### src/rtl/nibble_serial_adder_pkg.sv
// Shared definitions for the nibble-serial adder: datapath sizes, saturation
// limits and the controller state encoding.
package nibble_serial_adder_pkg;

  localparam int WIDTH   = 16;
  localparam int NIBBLES = 4;
  localparam int NIB_W   = 4;

  // Index of the most significant nibble; the run ends after processing it.
  localparam logic [1:0] LAST_IDX = 2'(NIBBLES - 1);

  localparam logic [WIDTH-1:0] SAT_POS = 16'h7FFF;
  localparam logic [WIDTH-1:0] SAT_NEG = 16'h8000;

  typedef enum logic [1:0] {
    IDLE = 2'd0,
    RUN  = 2'd1,
    DONE = 2'd2
  } state_t;

endpackage

### src/rtl/CLA_4bit.sv
// 4-bit carry-lookahead adder used once per cycle on the current nibble.
module CLA_4bit (
  input  logic [3:0] a,
  input  logic [3:0] b,
  input  logic       cin,
  output logic [3:0] s,
  output logic       cout
);

  logic [3:0] g;
  logic [3:0] p;
  logic [4:0] c;

  // Generate/propagate terms with carries expanded in lookahead form.
  always_comb begin
    g    = a & b;
    p    = a ^ b;
    c[0] = cin;
    c[1] = g[0] | (p[0] & cin);
    c[2] = g[1] | (p[1] & g[0]) | (p[1] & p[0] & cin);
    c[3] = g[2] | (p[2] & g[1]) | (p[2] & p[1] & g[0]) | (p[2] & p[1] & p[0] & cin);
    c[4] = g[3] | (p[3] & g[2]) | (p[3] & p[2] & g[1]) | (p[3] & p[2] & p[1] & g[0])
         | (p[3] & p[2] & p[1] & p[0] & cin);
    s    = p ^ c[3:0];
    cout = c[4];
  end

endmodule

### src/rtl/nibble_serial_adder.sv
// 16-bit two's-complement add/subtract computed one nibble per clock through a
// single 4-bit adder, with optional signed saturation and Z/V/N flags.
//
// Handshake: ready is high only in IDLE; a start seen high on a rising edge
// while ready=1 is accepted on that edge. start at any other time is ignored.
// done pulses for exactly one cycle, in which Sum and flags already hold the
// new result; they stay unchanged until the next done.
module nibble_serial_adder
  import nibble_serial_adder_pkg::*;
#(
  parameter int SATURATE = 1
) (
  input  logic             clk,
  input  logic             rst_n,
  input  logic             start,
  input  logic [WIDTH-1:0] A,
  input  logic [WIDTH-1:0] B,
  input  logic             sub,
  output logic             ready,
  output logic             done,
  output logic [WIDTH-1:0] Sum,
  output logic             Z,
  output logic             V,
  output logic             N,
  output state_t           dbg_state
);

  state_t           state;
  state_t           state_nxt;
  logic [WIDTH-1:0] opa;
  logic [WIDTH-1:0] opb;
  logic [WIDTH-1:0] res;
  logic             carry;
  logic [1:0]       idx;

  logic [NIB_W-1:0] nib_a;
  logic [NIB_W-1:0] nib_b;
  logic [NIB_W-1:0] cla_s;
  logic             cla_co;

  logic [WIDTH-1:0] raw_sum;
  logic             raw_ovf;
  logic [WIDTH-1:0] fin_sum;

  CLA_4bit u_cla (
    .a    (nib_a),
    .b    (nib_b),
    .cin  (carry),
    .s    (cla_s),
    .cout (cla_co)
  );

  // Controller state register.
  always_ff @(posedge clk or negedge rst_n) begin
    if (!rst_n) begin
      state <= IDLE;
    end else begin
      state <= state_nxt;
    end
  end

  // Next-state decode; ready depends on state only so it is 1 during reset.
  always_comb begin
    state_nxt = state;
    ready     = 1'b0;
    case (state)
      IDLE: begin
        ready = 1'b1;
        if (start) state_nxt = RUN;
      end
      RUN: begin
        if (idx == LAST_IDX) state_nxt = DONE;
      end
      DONE: begin
        state_nxt = IDLE;
      end
      default: begin
        state_nxt = IDLE;
      end
    endcase
  end

  assign dbg_state = state;

  // Nibble select and final-result shaping. The top nibble is not yet in res
  // on the closing edge, so the raw sum splices in the live adder output.
  always_comb begin
    nib_a          = opa[{idx, 2'b00} +: NIB_W];
    nib_b          = opb[{idx, 2'b00} +: NIB_W];
    raw_sum        = res;
    raw_sum[15:12] = cla_s;
    raw_ovf        = (opa[15] == opb[15]) && (raw_sum[15] != opa[15]);
    fin_sum        = raw_sum;
    if ((SATURATE != 0) && raw_ovf) begin
      fin_sum = opa[15] ? SAT_NEG : SAT_POS;
    end
  end

  // Operand capture, per-nibble accumulation and result/flag update.
  always_ff @(posedge clk or negedge rst_n) begin
    if (!rst_n) begin
      opa   <= '0;
      opb   <= '0;
      res   <= '0;
      carry <= 1'b0;
      idx   <= '0;
      Sum   <= '0;
      Z     <= 1'b0;
      V     <= 1'b0;
      N     <= 1'b0;
      done  <= 1'b0;
    end else begin
      done <= 1'b0;
      case (state)
        IDLE: begin
          if (start) begin
            opa   <= A;
            opb   <= B ^ {WIDTH{sub}};
            carry <= sub;
            idx   <= '0;
          end
        end
        RUN: begin
          res[{idx, 2'b00} +: NIB_W] <= cla_s;
          carry                      <= cla_co;
          if (idx == LAST_IDX) begin
            Sum  <= fin_sum;
            V    <= raw_ovf;
            Z    <= (fin_sum == '0);
            N    <= fin_sum[15];
            done <= 1'b1;
          end else begin
            idx <= idx + 2'd1;
          end
        end
        default: begin
        end
      endcase
    end
  end

endmodule

### config.mk
export PLATFORM = sky130hd
export DESIGN_NAME = nibble_serial_adder
export DESIGN_NICKNAME = d
export VERILOG_FILES = /design/src/rtl/nibble_serial_adder_pkg.sv /design/src/rtl/CLA_4bit.sv /design/src/rtl/nibble_serial_adder.sv
export SDC_FILE = /design/constraint.sdc
export NUM_CORES = 1
export LEC_CHECK = 0
export CAP_MARGIN = 25
export CORE_AREA = 2 2 83 85
export CTS_BUF_LIST = sky130_fd_sc_hd__clkbuf_16
export CTS_CLUSTER_DIAMETER = 120
export DETAILED_ROUTE_END_ITERATION = 8
export DIE_AREA = 0 0 85 87
export MAX_ROUTING_LAYER = met4
export PLACE_DENSITY_LB_ADDON = 0.2
export REMOVE_ABC_BUFFERS = 1
export SYNTH_ARGS = -nofsm -noshare
export SYNTH_HDL_FRONTEND = slang
export SYNTH_SLANG_ARGS = --single-unit
### constraint.sdc
create_clock -name clk -period 3.4 [get_ports clk]
set_input_delay 0.51 -clock clk [delete_from_list [all_inputs] [get_ports clk]]
set_output_delay 0.51 -clock clk [all_outputs]
set_load 0.02 [all_outputs]
==> metrics.md <==
| Metric | Value |
|---|---|
| Status | `finished clean` |
| H-tree levels | `3` |
| Final count of negative-setup-slack endpoints | `0` |
| Overall routing resource usage | `17.6%` |
| Placer Congestion | `0.806` |
| # port buffers | `58` |
| Critical Path Start Type | `flip-flop` |
| WL per Instance | `13.7 µm` |
| Die Ht | `87 µm` |
| Worst Setup SP | `idx[0]` |
| CP cell instances | `mux4_2, ha_1, a41oi_2, o21ai_4, xor2_4, a21oi_4, a21oi_1` |
| Crit path DAT | `3030 ps` |
| Number of fillers in the final layout | `535` |
| Dpl cell area | `3900 µm²` |
| Fraction of registers with async set/reset | `100%` |
| Rows | `30` |
| Post-Place Cells | `408` |
| Pin count of the biggest net entering global routing | `69` |
| Worst-path maximum fanout | `15` |
| Finished Layout Cells | `424` |
| Worst Tran Pin Value | `882 ps` |
| Hold WC Path Type | `in2async` |
| P_leak | `1.72 nW` |
| CTS clock-pin slew for the worst setup and hold paths | `50 ps` |
| Post-CTS Setup Bufs | `0` |
| Avg Vias per Cell | `5.28` |
| Tcrit/Tclk final | `83.8%` |
| Synthesis Warnings | `0` |
| Clk_skew | `4.81 ps` |
| Vias in the first global route | `2244` |
| Req. time, crit path | `3580 ps` |
| Iteration count of the initial detailed-routing pass | `4` |
| Drt drc | `0` |
| CTS tree | `built` |
| CTS Root Cell | `clkbuf_16` |
| EDFF count, synth | `0` |
| Critical R2R Launch | `idx[0]` |
| Unrepaired setup endpoints after global routing | `false` |
| Setup crit end kind | `flip-flop` |
| Worst stage delay on the critical path | `600 ps` |
| 1st-iter DRT viols | `104` |
| Syn_area_per_cell | `11.6 µm²` |
| Mapped Cells | `283` |
| Clk sinks | `68` |
| Seq/Total Area, Yosys | `51.8%` |
| WP buf/inv | `0` |
| PD cells | `1220 nW/µm²` |
| Total wire length | `5800 µm` |
| Fin crit period | `2850 ps` |
| Synth unique cells | `39` |
| Hold buffer count at CTS | `0` |
| Max Freq | `351 MHz` |
| WS Path Type | `reg2reg` |
| Placeable Area | `6570 µm²` |
| IO Pins | `59` |
| Slew headroom | `41.0%` |
| Fraction of layout cells with a size suffix above 1 | `17.4%` |
| Critical path's slowest cell | `mux4_2` |
| First-pass GRT wire length | `10100 µm` |
| Final worst setup slack | `550 ps` |
| CTS Buf Count | `9` |
| ANT nets after route | `0` |
| Syn-to-layout area delta | `27.3%` |
| Post-Syn Area | `3280 µm²` |
| Pre-CTS setup slack | `498 ps` |
| Initial Util | `50.0%` |
| Initial antenna violation count | `0` |
| Clock Latency Late Sink | `320 ps` |
| Number of max-cap violations | `0` |
| Post-route cell area | `4180 µm²` |
| Hold Vio Cnt, Final | `0` |
| Maximum VDD drop | `0.827 mV` |
| Crit-path leading delay family | `compound AO/OA/AOI/OAI gates` |
| Grt ovf | `0` |
| Fin. max-slew vios | `0` |
| Setup TNS | `0 ps` |
| PostCTS Resize Cnt | `0` |
| Die W | `85 µm` |
| Prevailing post-synth register cell | `dfrtp_1` |
| Vias | `2238` |
| Die area | `7400 µm²` |
| Longest Clk Path Bufs | `2` |
| Antenna Cells | `0` |
| Nets | `385` |
| Detail Placement HPWL | `4120 µm` |
| Yosys reg bits | `68` |
-- cells by family after synthesis --
logic type               synth area share (%)
AND/OR/NAND/NOR                          10.4
buffers and inverters                    3.39
multiplexers                             12.0
adder cells (fa/ha/maj)                  4.04
flip-flops                               51.8
XOR/XNOR                                 5.64
AO/OA/AOI/OAI                            12.7
-- state kept, by name (all words and copies together) (netlist names) --
name       count
done           1
carry          1
idx            2
Z              1
res           12
V              1
dbg_state      2
Sum           16
opb           16
opa           16
-- per-layer routing --
metal  up-vias  GRT usage, %  share of wire [%]  routed length [µm]
met4         0          6.93                1.7                 100
li1       1102             -                  -                   -
met5         -             -                  0                   0
met1      1078          21.5                 44                2580
met3        10          2.84                3.6                 209
met2        48          29.4                 50                2910
-- worst paths after layout --
check	to	slack, ps	cells past startpoint
max in group asynchronous	opa[14]	2470	2
min reg2reg	res[1]	500	2
min	Sum[9]	370	2
max	Sum[4]	550	7
min in group clk	res[1]	500	2
max reg2reg	Sum[4]	550	7
-- power by group --
group          total [mW]  internal [mW]  switching, mW
Clock               0.877          0.555          0.322
Sequential           1.47           1.20          0.272
Combinational        2.76           1.21           1.54
Total                5.10           2.97           2.14
-- cell usage after synthesis, types with 2 or more instances --
master,instances,share of area [%]
nor2b_1,4,0.76
a21oi_2,11,2.9
a22o_1,11,2.9
nor4_1,3,0.57
clkbuf_1,5,0.57
buf_2,7,1.1
a21oi_1,25,3.8
o21ai_0,2,0.30
nand3_1,3,0.46
nor2_1,38,4.3
dfrtp_1,68,52
ha_1,9,3.4
mux4_2,8,5.5
buf_4,2,0.46
inv_1,7,0.80
xnor2_1,17,4.5
nand2_1,25,2.9
mux2_2,17,5.8
-- metrics by stage --
| stage | power (mW) | hold WS, ps | utilization (%) |
|---|---|---|---|
| after global routing | 5.49 | 447 | 63.6 |
| after detailed placement | 4.27 | 496 | 59.3 |
| final | 5.10 | 366 | 63.6 |
| after CTS | 5.17 | 409 | 63.6 |
| after global placement | 4.21 | 489 | 59.3 |
| after floorplan | 3.49 | 214 | - |
-- cell usage in the layout, fill, tap and decap left out, types with 2 or more instances in the layout --
master,count
buf_4,3
a21oi_2,11
xnor2_1,17
nor2_1,38
clkinv_1,4
o21ai_0,2
dfrtp_1,68
ha_1,9
mux4_2,8
nor2b_1,4
nor4_1,3
clkdlybuf4s50_1,57
nand2_1,25
inv_1,7
a22o_1,11
mux2_2,17
nand3_1,3
a21oi_1,25
clkbuf_16,9
-- cell type report --
type | count | area, µm² | share of cell area [%]
Sequential cell | 68 | 1700 | 40.7
Timing Repair Buffer | 61 | 598 | 14.3
Multi-Input combinational cell | 192 | 1470 | 35.2
Clock inverter | 7 | 57.6 | 1.38
Tap cell | 80 | 100 | 2.39
Inverter | 7 | 26.3 | 0.629
Clock buffer | 9 | 225 | 5.39
-- worst reg2reg max path, cell delays in order (launching register included) --
cell and delay (ps):
dfrtp_1 570, mux4_2 600, ha_1 340, a41oi_2 250
o21ai_4 130, xor2_4 200, a21oi_4 480, a21oi_1 130
(Power assumes the default switching activity.)
